===== config.mk =====
export PLATFORM = sky130hd
export DESIGN_NAME = outcome_classifier_flat
export DESIGN_NICKNAME = d
export VERILOG_FILES = /design/src/rtl/outcome_classifier_if.sv /design/src/rtl/outcome_classifier.sv /design/src/flat_wrapper.sv
export SDC_FILE = /design/constraint.sdc
export NUM_CORES = 1
export LEC_CHECK = 0
export ABC_AREA = 0
export ABC_CLOCK_PERIOD_IN_PS = 23100
export CORE_MARGIN = 5
export CORE_UTILIZATION = 40
export CTS_BUF_LIST = sky130_fd_sc_hd__clkbuf_8
export CTS_CLUSTER_SIZE = 20
export DETAILED_ROUTE_END_ITERATION = 7
export GPL_ROUTABILITY_DRIVEN = 0
export MAX_ROUTING_LAYER = met4
export PLACE_DENSITY = 0.67
export SLEW_MARGIN = 20
export SYNTH_ARGS = -nofsm -noshare
export SYNTH_HDL_FRONTEND = slang
export SYNTH_SLANG_ARGS = --single-unit

===== constraint.sdc =====
create_clock -name clk -period 23.1 [get_ports clk]
set_clock_uncertainty 0.1 [all_clocks]
set_input_delay 2.31 -clock clk [delete_from_list [all_inputs] [get_ports clk]]
set_output_delay 2.31 -clock clk [all_outputs]
set_load 0.01 [all_outputs]

===== src/rtl/outcome_classifier_if.sv =====
// outcome_classifier_if: feature-write, start and result signals of the classifier
interface outcome_classifier_if;
  logic wr;
  logic [2:0] idx;
  logic [13:0] value;
  logic start;
  logic busy;
  logic done;
  logic outcome;
  logic [3:0] resultado;
  logic [35:0] score;
  modport master(output wr, idx, value, start, input busy, done, outcome, resultado, score);
  modport slave(input wr, idx, value, start, output busy, done, outcome, resultado, score);
endinterface


===== src/rtl/outcome_classifier.sv =====
// outcome_classifier: one-term-per-cycle weighted sum of seven stored features, sign gives the outcome
module outcome_classifier #(
  parameter logic signed [15:0] W_PREG = 16'sd12,
  parameter logic signed [15:0] W_GLU = 16'sd4,
  parameter logic signed [15:0] W_BP = -16'sd1,
  parameter logic signed [15:0] W_SKIN = 16'sd0,
  parameter logic signed [15:0] W_INS = 16'sd0,
  parameter logic signed [15:0] W_BMI = 16'sd9,
  parameter logic signed [15:0] W_AGE = 16'sd2,
  parameter logic signed [31:0] BIAS = -32'sd900
) (
  input logic clk,
  input logic clear,
  outcome_classifier_if.slave bus
);
  localparam logic IDLE = 1'b0;
  localparam logic CALC = 1'b1;
  localparam logic [127:0] wts = {16'd0, W_AGE, W_BMI, W_INS, W_SKIN, W_BP, W_GLU, W_PREG};
  logic state;
  logic [2:0] cnt;
  logic [35:0] acc;
  logic [35:0] term;
  logic [35:0] sum;
  logic [35:0] score;
  logic [7:0][13:0] feat;
  logic [7:0][13:0] snap;
  logic [15:0] wsel;
  logic [13:0] fsel;
  logic [13:0] sat;
  logic done;
  logic outcome;
  always_comb begin
    wsel = wts[{cnt, 4'b0} +: 16];
    fsel = snap[cnt];
    term = {{20{wsel[15]}}, wsel} * {22'd0, fsel};
    sum = acc + term;
    sat = bus.value > 14'd9999 ? 14'd9999 : bus.value;
  end
  always_ff @(posedge clk) begin
    if (clear) begin
      state <= IDLE;
      cnt <= '0;
      acc <= '0;
      score <= '0;
      done <= 1'b0;
      outcome <= 1'b0;
      feat <= '0;
      snap <= '0;
    end else begin
      done <= 1'b0;
      if (state == IDLE) begin
        if (bus.wr && bus.idx != 3'd7) feat[bus.idx] <= sat;
        if (bus.start) begin
          state <= CALC;
          cnt <= '0;
          acc <= {{4{BIAS[31]}}, BIAS};
          snap <= feat;
        end
      end else begin
        acc <= sum;
        cnt <= cnt + 3'd1;
        if (cnt == 3'd6) begin
          score <= sum;
          outcome <= ~sum[35];
          done <= 1'b1;
          state <= IDLE;
        end
      end
    end
  end
  assign bus.busy = state;
  assign bus.done = done;
  assign bus.outcome = outcome;
  assign bus.resultado = {3'b000, outcome};
  assign bus.score = score;
endmodule


===== src/flat_wrapper.sv =====
// flat-port wrapper written by rule: the top's interface ports become plain ports
module outcome_classifier_flat 
#(
  parameter logic signed [15:0] W_PREG = 16'sd12,
  parameter logic signed [15:0] W_GLU = 16'sd4,
  parameter logic signed [15:0] W_BP = -16'sd1,
  parameter logic signed [15:0] W_SKIN = 16'sd0,
  parameter logic signed [15:0] W_INS = 16'sd0,
  parameter logic signed [15:0] W_BMI = 16'sd9,
  parameter logic signed [15:0] W_AGE = 16'sd2,
  parameter logic signed [31:0] BIAS = -32'sd900
)
  (clk, clear, bus_wr, bus_idx, bus_value, bus_start, bus_busy, bus_done, bus_outcome, bus_resultado, bus_score);
  outcome_classifier_if bus_i ();
  input logic clk;
  input logic clear;
  input wire logic [$bits(bus_i.wr)-1:0] bus_wr;
  input wire logic [$bits(bus_i.idx)-1:0] bus_idx;
  input wire logic [$bits(bus_i.value)-1:0] bus_value;
  input wire logic [$bits(bus_i.start)-1:0] bus_start;
  output wire logic [$bits(bus_i.busy)-1:0] bus_busy;
  output wire logic [$bits(bus_i.done)-1:0] bus_done;
  output wire logic [$bits(bus_i.outcome)-1:0] bus_outcome;
  output wire logic [$bits(bus_i.resultado)-1:0] bus_resultado;
  output wire logic [$bits(bus_i.score)-1:0] bus_score;
  assign bus_i.wr = bus_wr;
  assign bus_i.idx = bus_idx;
  assign bus_i.value = bus_value;
  assign bus_i.start = bus_start;
  assign bus_busy = bus_i.busy;
  assign bus_done = bus_i.done;
  assign bus_outcome = bus_i.outcome;
  assign bus_resultado = bus_i.resultado;
  assign bus_score = bus_i.score;
  outcome_classifier #(.W_PREG(W_PREG), .W_GLU(W_GLU), .W_BP(W_BP), .W_SKIN(W_SKIN), .W_INS(W_INS), .W_BMI(W_BMI), .W_AGE(W_AGE), .BIAS(BIAS)) u_core (.clk(clk), .clear(clear), .bus(bus_i));
endmodule

== Word-level counts from Yosys, hierarchy flattened ==
Cells that the tools add are included.
Word-level totals
  register bits: 302
  input bits: 21
  output and inout port bits: 43
  logic and storage cells: 55
Operators by class
  add/subtract/negate cells: 2
  multiply operators: 1
  magnitude comparators: 4
  equality and inequality tests: 2
  shifts and indexed selects: 1
  multiplexer cells: 14
  bitwise gates (word level): 2
  reduce and logical (&&, ||, !) cells: 7
Operators with widths (number)
  128-bit by 8-bit indexed part select with 16-bit output (first input constant): 1
  112-bit bitwise mux: 1
  36-bit 2-to-1 mux: 2
  14-bit binary-select mux with 3-bit select: 1
  14-bit demux with 3-bit select: 1
  14-bit 2-to-1 mux: 3
  36-bit adder: 1
  16-bit by 15-bit multiplier with 31-bit output: 1
  14-bit greater-than comparator (second input constant): 1
  3-bit by 4-bit less-than comparator with 1-bit output (second input constant): 2
  3-bit 2-to-1 mux: 2
  2-bit AND reduction: 3
  1-bit 2-to-1 mux: 4
  3-bit by 1-bit adder with 3-bit output (second input constant): 1
  3-bit == test (second input constant): 1
  3-bit by 1-bit >= comparator with 1-bit output (second input constant): 1
  3-bit != test (second input constant): 1
  1-bit logical AND: 2
  1-bit NOT: 2
  2-bit nonzero test: 1
  2-bit OR reduction: 1

== Logic depth before layout (Yosys ltp) ==
Gate-level depths: netlist of the first run.
  word-level depth: 5
  mapped depth: 41
  gate-level depth less buffers: 38

== Worst setup path after synthesis of the first run ==
No wires, ideal clock.
  path type: reg-to-reg
  from: register u_core.cnt[0]
  to: register u_core.score[35], in the netlist u_core.bus.score[35]
  setup time: 132 ps
  data arrival time: 9125 ps
  data required time: 22868 ps
  slack: 13743 ps
  stages on the path, launching flop included: 36
  buffers on the path: 4
  period minus slack after synthesis: 9357 ps
  path through: dfxtp_1 buf_1 inv_1 ha_1 nor2b_1 clkbuf_1 and2_1 inv_1 fa_1 inv_1 fa_1 clkbuf_1 inv_1 fa_1 fa_1 fa_1 fa_1 inv_1 ha_1 or3b_1 or2_1 a2111oi_4 nor2_1 inv_1 ha_1 clkbuf_1 a21o_1 a21o_1 a21oi_1 o21ai_1 a221oi_1 inv_1 o2111a_1 a311oi_2 mux2i_1 a21oi_1
On the way
  longest elaborated chain between the ends: 4
  elaborated cells on any way between the ends: 7
  classes of those cells: add/sub (1); mul (1); eq/ne (1); shift (1); mux (2); reduce/logical (1)
RTL lines
  start, declared: line outcome_classifier.sv:20  | logic [2:0] cnt;
  start signal, assigned: line outcome_classifier.sv:61  | cnt <= cnt + 3'd1;
  parallel branches: the longest is 4 deep, another holds 36-bit adder
  end signal, assigned: line outcome_classifier.sv:63  | score <= sum;
  end, declared: line outcome_classifier.sv:24  | logic [35:0] score;
Parallel ways; which one is timed is not known. The select of a mux whose other input is x is not followed.
A chain may end at the register's enable or synchronous reset.

== Worst setup path after layout of the first run ==
Same ends and word-level chain as after synthesis.

==> results of run 1 <==
per-layer routing:
metal / wire length (microns) / global-route usage
met1: 19400 / 0.235
met5: 0 / -
met3: 1850 / 0.0256
met4: 803 / 0.0562
met2: 21000 / 0.300
critical path: cells and delay by family (launching register included):
family,cells,cell delay [ps]
xor+xnor,3,1010
mux,1,270
flops,1,310
buf+inv,5,320
simple gates,4,1310
fa+ha+maj,8,3850
compound gates,15,2790
logic make-up after synthesis:
group	share of synthesized area
AND/OR/NAND/NOR	0.181
AO/OA/AOI/OAI	0.153
flip-flops	0.343
buffers and inverters	0.0565
adder cells (fa/ha/maj)	0.174
XOR/XNOR	0.0373
multiplexers	0.0551
other	0.000213
cell usage after synthesis (all sizes together) (28+ instances only):
master	instances
nand2	369
dfxtp	302
a21oi	227
nor2	172
inv	142
ha	118
clkbuf	106
fa	77
a211oi	75
nor2b	55
xnor2	49
a21o	43
o21ai	37
mux2i	34
nor3	34
mux4	28
stage by stage:
| stage | std cells | instance area [sq um] |
|---|---|---|
| after floorplan | 2065 | 17600 |
| after global placement | 2603 | 18600 |
| after detailed placement | 2603 | 18600 |
| after CTS | 2693 | 19700 |
| after global routing | 2694 | 19700 |
| final | 2694 | 19700 |
registers in the layout (all words and copies together) (netlist names):
register and count:
u_core.cnt 3, u_core.feat 112, u_core.snap 112, u_core.bus.busy 1
u_core.bus.outcome 1, u_core.bus.score 36, u_core.bus.done 1, u_core.acc 36
path summary, 6_finish.rpt:
path,to,cells after the start
max reg2reg,u_core.bus.score[35]$_SDFFE_PP0P_,36
min,u_core.snap[105]$_SDFFE_PP0P_,2
max,u_core.bus.score[35]$_SDFFE_PP0P_,36
min reg2reg,u_core.snap[105]$_SDFFE_PP0P_,2
power breakdown:
group	leakage (uW)	switching, uW	internal (uW)	total, uW
Sequential	0.00245	6.25	532	538
Combinational	0.00513	62.4	30.3	92.7
Clock	0.000608	221	262	482
cell type report:
| class | instances | area share |
|---|---|---|
| clock buffers | 64 | 0.0447 |
| inverters | 143 | 0.0273 |
| clock inverters | 26 | 0.00794 |
| flip-flops and latches | 302 | 0.307 |
| well taps | 585 | 0.0372 |
| multi-input cells | 1502 | 0.539 |
| repair buffers | 72 | 0.0365 |
==> out/qor.csv, run 1 <==
stage;metric;value;unit
status;status;complete, no violations;
grt;grt_max_degree;113;
synthesis;ys_ff_latch;302;
grt;grt-ovfl-total;0;
worst_setup_path;crit_type;flip-flop to flip-flop;
detailed_routing;wl;43100;microns
worst_setup_path;critPathMaxStageDelay;690;ps
clock_network;clk_latency;640;ps
clock_network;htreeDepth;2;
worst_setup_path;crit_slowest_cell;fa_1;
min_path;hold_class;flip-flop to flip-flop;
finish;utilization;0.455;
timing;whs;344;ps
grt;antenna_found_initial;0;
worst_setup_path;path_common_cell;a21o_1;
clock_network;cts_tree;built;
clock_network;numClockSinks;302;
timing;timing.slew.headroom;0.265;
finish;regArea;6050;sq um
clock_network;clockBufferDepth;3;
timing;rsz0062_at_grt;false;
run;drv_cap;0;
synthesis;synthCells;2063;
synthesis;synth.area.top_cells;dfxtp_1 34%, fa_1 8.8%, ha_1 8.4%, nand2_1 7.9%, a21oi_1 6.4%;
floorplanning;ios;64;
floorplanning;dieArea;48300;sq um
clock_network;post_cts_buffers;0;
timing;finalCriticalPeriod;10130;ps
synthesis;synth_area_per_cell;8.53;sq um
detailed_routing;wl_per_cell;16.0;microns
placed_design;dp_hpwl;30800;microns
synthesis;ys.flop_type;dfxtp_1;
clock_network;holdBufCountCts;0;
synthesis;synth_top_area_frac;0.343;
timing;max_freq;0.0987;GHz
finish;diodes;0;
synthesis;syn_area;17600;sq um
detailed_routing;dr.pass1.iters;5;
pwr;total_power;1110;uW
timing;worst_pin_slew;1100;ps
worst_setup_path;endpoint_kind;flip-flop;
floorplanning;die_y;220;microns
placed_design;dp_slack;13030;ps
synthesis;yosysWarnings;0;
worst_setup_path;worstSetupStartpoint;u_core.cnt[0]$_SDFFE_PP0P_;
synthesis;synth-edff-count;0;
floorplanning;rows;76;
synthesis;ys_seq_area_frac;0.343;
floorplanning;start_util;0.407;
worst_setup_path;crit_fanout;17;
grt;grt_pass1_vias;13600;
pwr;peakVddDrop;0.0494;mV
pwr;cellLeakagePower;0.00818;uW
detailed_routing;routed_via_density;5.17;
timing;setup_tns;0;ps
pwr;power_density;56.5;nW/um^2
finish;areaGrowthSynthToFinish;11.8;%
detailed_routing;vias;13900;
timing;worst_slack;12970;ps
worst_setup_path;rrSetupSlack;12970;ps
finish;fin_nets;2287;
worst_setup_path;crit_arrival;10520;ps
clock_network;numCtsBuffers;50;
grt;grt_pass1_wl;70300;microns
detailed_routing;ant_nets;0;
floorplanning;die_x;220;microns
synthesis;synthArstFlopShare;0;
worst_setup_path;worstPathRequired;23480;ps
timing;setup_viol;0;
timing;period_share;0.439;
timing;slew_violations;0;
finish;multi_input_area;10600;sq um
clock_network;clk_pin_slew;60;ps
worst_setup_path;start_kind;flip-flop;
detailed_routing;drc;0;
floorplanning;core;43300;sq um
placed_design;port_buffers;60;
finish;layout_commonest_cell;nand2_1;
finish;fillers;4198;
grt;grt_usage;0.183;
clock_network;ctsResizeCount;0;
timing;finalHoldViolCount;0;
min_path;worstHoldStart;u_core.feat[105]$_SDFFE_PP0P_;
detailed_routing;drt-initial-drc-count;784;
finish;mostFrequentLayoutCells;368 x nand2_1, 300 x dfxtp_1, 226 x a21oi_1;
finish;drive_gt1_frac;0.0631;
synthesis;yosys.area.top_type;dfxtp_1;
worst_setup_path;reg2reg_from;u_core.cnt[0]$_SDFFE_PP0P_;
synthesis;yosysUniqueCellTypes;66;
clock_network;cts_root_buf;clkbuf_8;
Note: power is estimated with default switching activity, not from simulation.
==> run 2, diff against run 1 <==
--- a/config.mk
+++ b/config.mk
@@ -6,7 +6,7 @@
 export NUM_CORES = 1
 export LEC_CHECK = 0
 export ABC_AREA = 0
-export ABC_CLOCK_PERIOD_IN_PS = 23100
+export ABC_CLOCK_PERIOD_IN_PS = 9050
 export CORE_MARGIN = 5
 export CORE_UTILIZATION = 40
 export CTS_BUF_LIST = sky130_fd_sc_hd__clkbuf_8
@@ -14,7 +14,7 @@
 export DETAILED_ROUTE_END_ITERATION = 7
 export GPL_ROUTABILITY_DRIVEN = 0
 export MAX_ROUTING_LAYER = met4
-export PLACE_DENSITY = 0.67
+export PLACE_DENSITY = 0.69
 export SLEW_MARGIN = 20
 export SYNTH_ARGS = -nofsm -noshare
 export SYNTH_HDL_FRONTEND = slang
==> constraint.sdc (replaced) <==
create_clock -name clk -period 9.05 [get_ports clk]
set_clock_uncertainty 0.1 [all_clocks]
set_input_delay 0.905 -clock clk [delete_from_list [all_inputs] [get_ports clk]]
set_output_delay 0.905 -clock clk [all_outputs]
set_load 0.01 [all_outputs]
==> out/qor.csv, run 2 (same netlist as run 1, synthesis figures left out) <==
stage;metric;value;unit;change
pwr;peakVddDrop;0.151;mV;+210%
finish;fillers;4088;;-2.6%
timing;worst_slack;272;ps;-12700 ps
worst_setup_path;worst-r2r-cell-count;34;;-5.6%
status;status;complete, no violations;;
detailed_routing;drc;0;;unchanged
grt;antenna_found_initial;0;;unchanged
timing;max_freq;0.114;GHz;+15%
detailed_routing;routed_via_density;5.18;;+0.34%
detailed_routing;wl;44000;microns;+2.2%
detailed_routing;dr.pass1.iters;5;;unchanged
clock_network;numCtsBuffers;49;;-2.0%
floorplanning;ios;64;;unchanged
min_path;min_to;u_core.snap[87]$_SDFFE_PP0P_;;
worst_setup_path;rrSetupSlack;270;ps;-12700 ps
min_path;hold_class;flip-flop to flip-flop;;
finish;areaGrowthSynthToFinish;16.8;%;
clock_network;cts_tree;built;;
detailed_routing;ant_nets;0;;unchanged
timing;worst_pin_slew;1110;ps;+7.37 ps
finish;drive_gt1_frac;0.118;;+0.0550
grt;grt_pass1_wl;70900;microns;+0.86%
worst_setup_path;crit_arrival;9150;ps;-1370 ps
finish;layout_commonest_cell;nand2_1;;
worst_setup_path;crit_type;flip-flop to flip-flop;;
finish;top_regs;u_core.feat x112, u_core.snap x112;;
clock_network;numClockSinks;302;;unchanged
worst_setup_path;worstPathRequired;9420;ps;-14060 ps
detailed_routing;drt-initial-drc-count;909;;+16%
grt;grt_pass1_vias;14000;;+3.0%
detailed_routing;wl_per_cell;15.9;microns;-0.24%
finish;mostFrequentLayoutCells;367 x nand2_1, 299 x dfxtp_1, 221 x a21oi_1;;
worst_setup_path;path_common_cell;a21o_1;;
clock_network;htreeDepth;2;;unchanged
worst_setup_path;endpoint_kind;flip-flop;;
pwr;cellLeakagePower;0.00856;uW;+4.6%
floorplanning;dieArea;48300;sq um;unchanged
worst_setup_path;critPathMaxStageDelay;610;ps;-80 ps
detailed_routing;vias;14300;;+2.8%
floorplanning;die_x;220;microns;unchanged
worst_setup_path;crit_slowest_cell;fa_2;;
placed_design;dp_hpwl;30900;microns;+0.44%
finish;multi_input_area;10900;sq um;+2.6%
timing;timing.slew.headroom;0.261;;-0.00491
floorplanning;die_y;220;microns;unchanged
finish;fin_nets;2355;;+3.0%
grt;grt_max_degree;121;;+7.1%
worst_setup_path;crit_fanout;7;;-10
finish;utilization;0.475;;+0.0203
worst_setup_path;start_kind;flip-flop;;
timing;finalCriticalPeriod;8780;ps;-1350 ps
clock_network;clockBufferDepth;3;;unchanged
floorplanning;core;43300;sq um;unchanged
placed_design;port_buffers;60;;unchanged
worst_setup_path;reg2reg_from;u_core.cnt[0]$_SDFFE_PP0P_;;
pwr;power_density;139;nW/um^2;+150%
clock_network;clk_pin_slew;60;ps;about the same
clock_network;cts_root_buf;clkbuf_8;;
min_path;worstHoldStart;u_core.feat[87]$_SDFFE_PP0P_;;
clock_network;clk_latency;640;ps;about the same
clock_network;holdBufCountCts;0;;unchanged
timing;period_share;0.970;;+0.531
floorplanning;start_util;0.407;;unchanged
floorplanning;rows;76;;unchanged
worst_setup_path;worstSetupStartpoint;u_core.cnt[0]$_SDFFE_PP0P_;;
grt;grt-ovfl-total;0;;unchanged
finish;diodes;0;;unchanged
timing;setup_viol;0;;unchanged
timing;slew_violations;0;;unchanged
worst_setup_path;r2r-end;u_core.bus.score[35]$_SDFFE_PP0P_;;
timing;finalHoldViolCount;0;;unchanged
run;drv_cap;0;;unchanged
finish;regArea;6050;sq um;about the same
placed_design;dp_slack;-7.75;ps;-13040 ps
grt;grt_usage;0.184;;+0.000872
min_path;hold_depth;2;;unchanged
==> run 2: cell types whose count changed in the layout (fill, tap and decap cells not counted), moves of 5 or more <==
cell	change
buf_4	+60
inv_1	-13
ha_1	-7
mux2i_1	-7
a21oi_2	+5
a21oi_1	-5
xnor2_2	+6
ha_4	+5
clkinv_2	+7
xnor2_1	-6
==> run 2: area by class of cell <==
type	count	area share
clock buffers	64	0.0428
clock inverters	24	0.00754
multi-input cells	1502	0.530
repair buffers	141	0.0638
well taps	585	0.0356
flip-flops and latches	302	0.294
inverters	143	0.0263
==> run 2: worst max-delay path, delay by kind of cell, from the launching register on <==
kind	cells	cell delay, ps
compound gates	15	2650
xor+xnor	3	520
fa+ha+maj	7	3230
buf+inv	4	420
flops	1	420
mux	2	770
simple gates	3	510
==> run 2: repair_timing <==
item / in CTS / in global routing
pin swaps: 2 / 29
resized for setup: 3 / 56
cloned: 0 / 3
buffers inserted: 3 / 14
setup endpoints to repair: 3 / 17
==> run 2: metrics by stage <==
step / instance area, sq um / power [uW] / std cells / TNS [ps] / hold slack [ps]
5_1_grt: 20600 / 2980 / 2761 / -302 / 363
3_5_place_dp: 19100 / 1640 / 2653 / -7.75 / 342
2_1_floorplan: 17600 / 1570 / 2065 / 0 / 327
6_report: 20600 / 2850 / 2761 / 0 / 345
3_3_place_gp: 19000 / 1640 / 2653 / 0 / 335
4_1_cts: 20100 / 2870 / 2744 / 0 / 330
==> run 2: how the worst max path moves through the flow <==
stage	to	slack, ps
after floorplan	u_core.bus.score[35]$_SDFFE_PP0P_	0.4
after global placement	u_core.bus.score[35]$_SDFFE_PP0P_	50
after detailed placement	u_core.bus.score[35]$_SDFFE_PP0P_	-8
after CTS	u_core.bus.score[35]$_SDFFE_PP0P_	20
after global routing	u_core.bus.score[35]$_SDFFE_PP0P_	-110
final	u_core.bus.score[35]$_SDFFE_PP0P_	270
==> run 2: layer usage <==
metal | track usage | vias up | part of all wire
met5 | - | - | 0
met4 | 0.0543 | 0 | 0.020
met3 | 0.0236 | 68 | 0.037
met2 | 0.307 | 293 | 0.49
met1 | 0.235 | 6873 | 0.45
li1 | - | 7076 | -
==> run 2: where the power goes <==
part | leakage, uW | internal (uW) | switching [uW]
Combinational | 0.00554 | 89.6 | 163
Sequential | 0.00245 | 1360 | 16.5
Clock | 0.000576 | 668 | 559
Total | 0.00856 | 2110 | 739
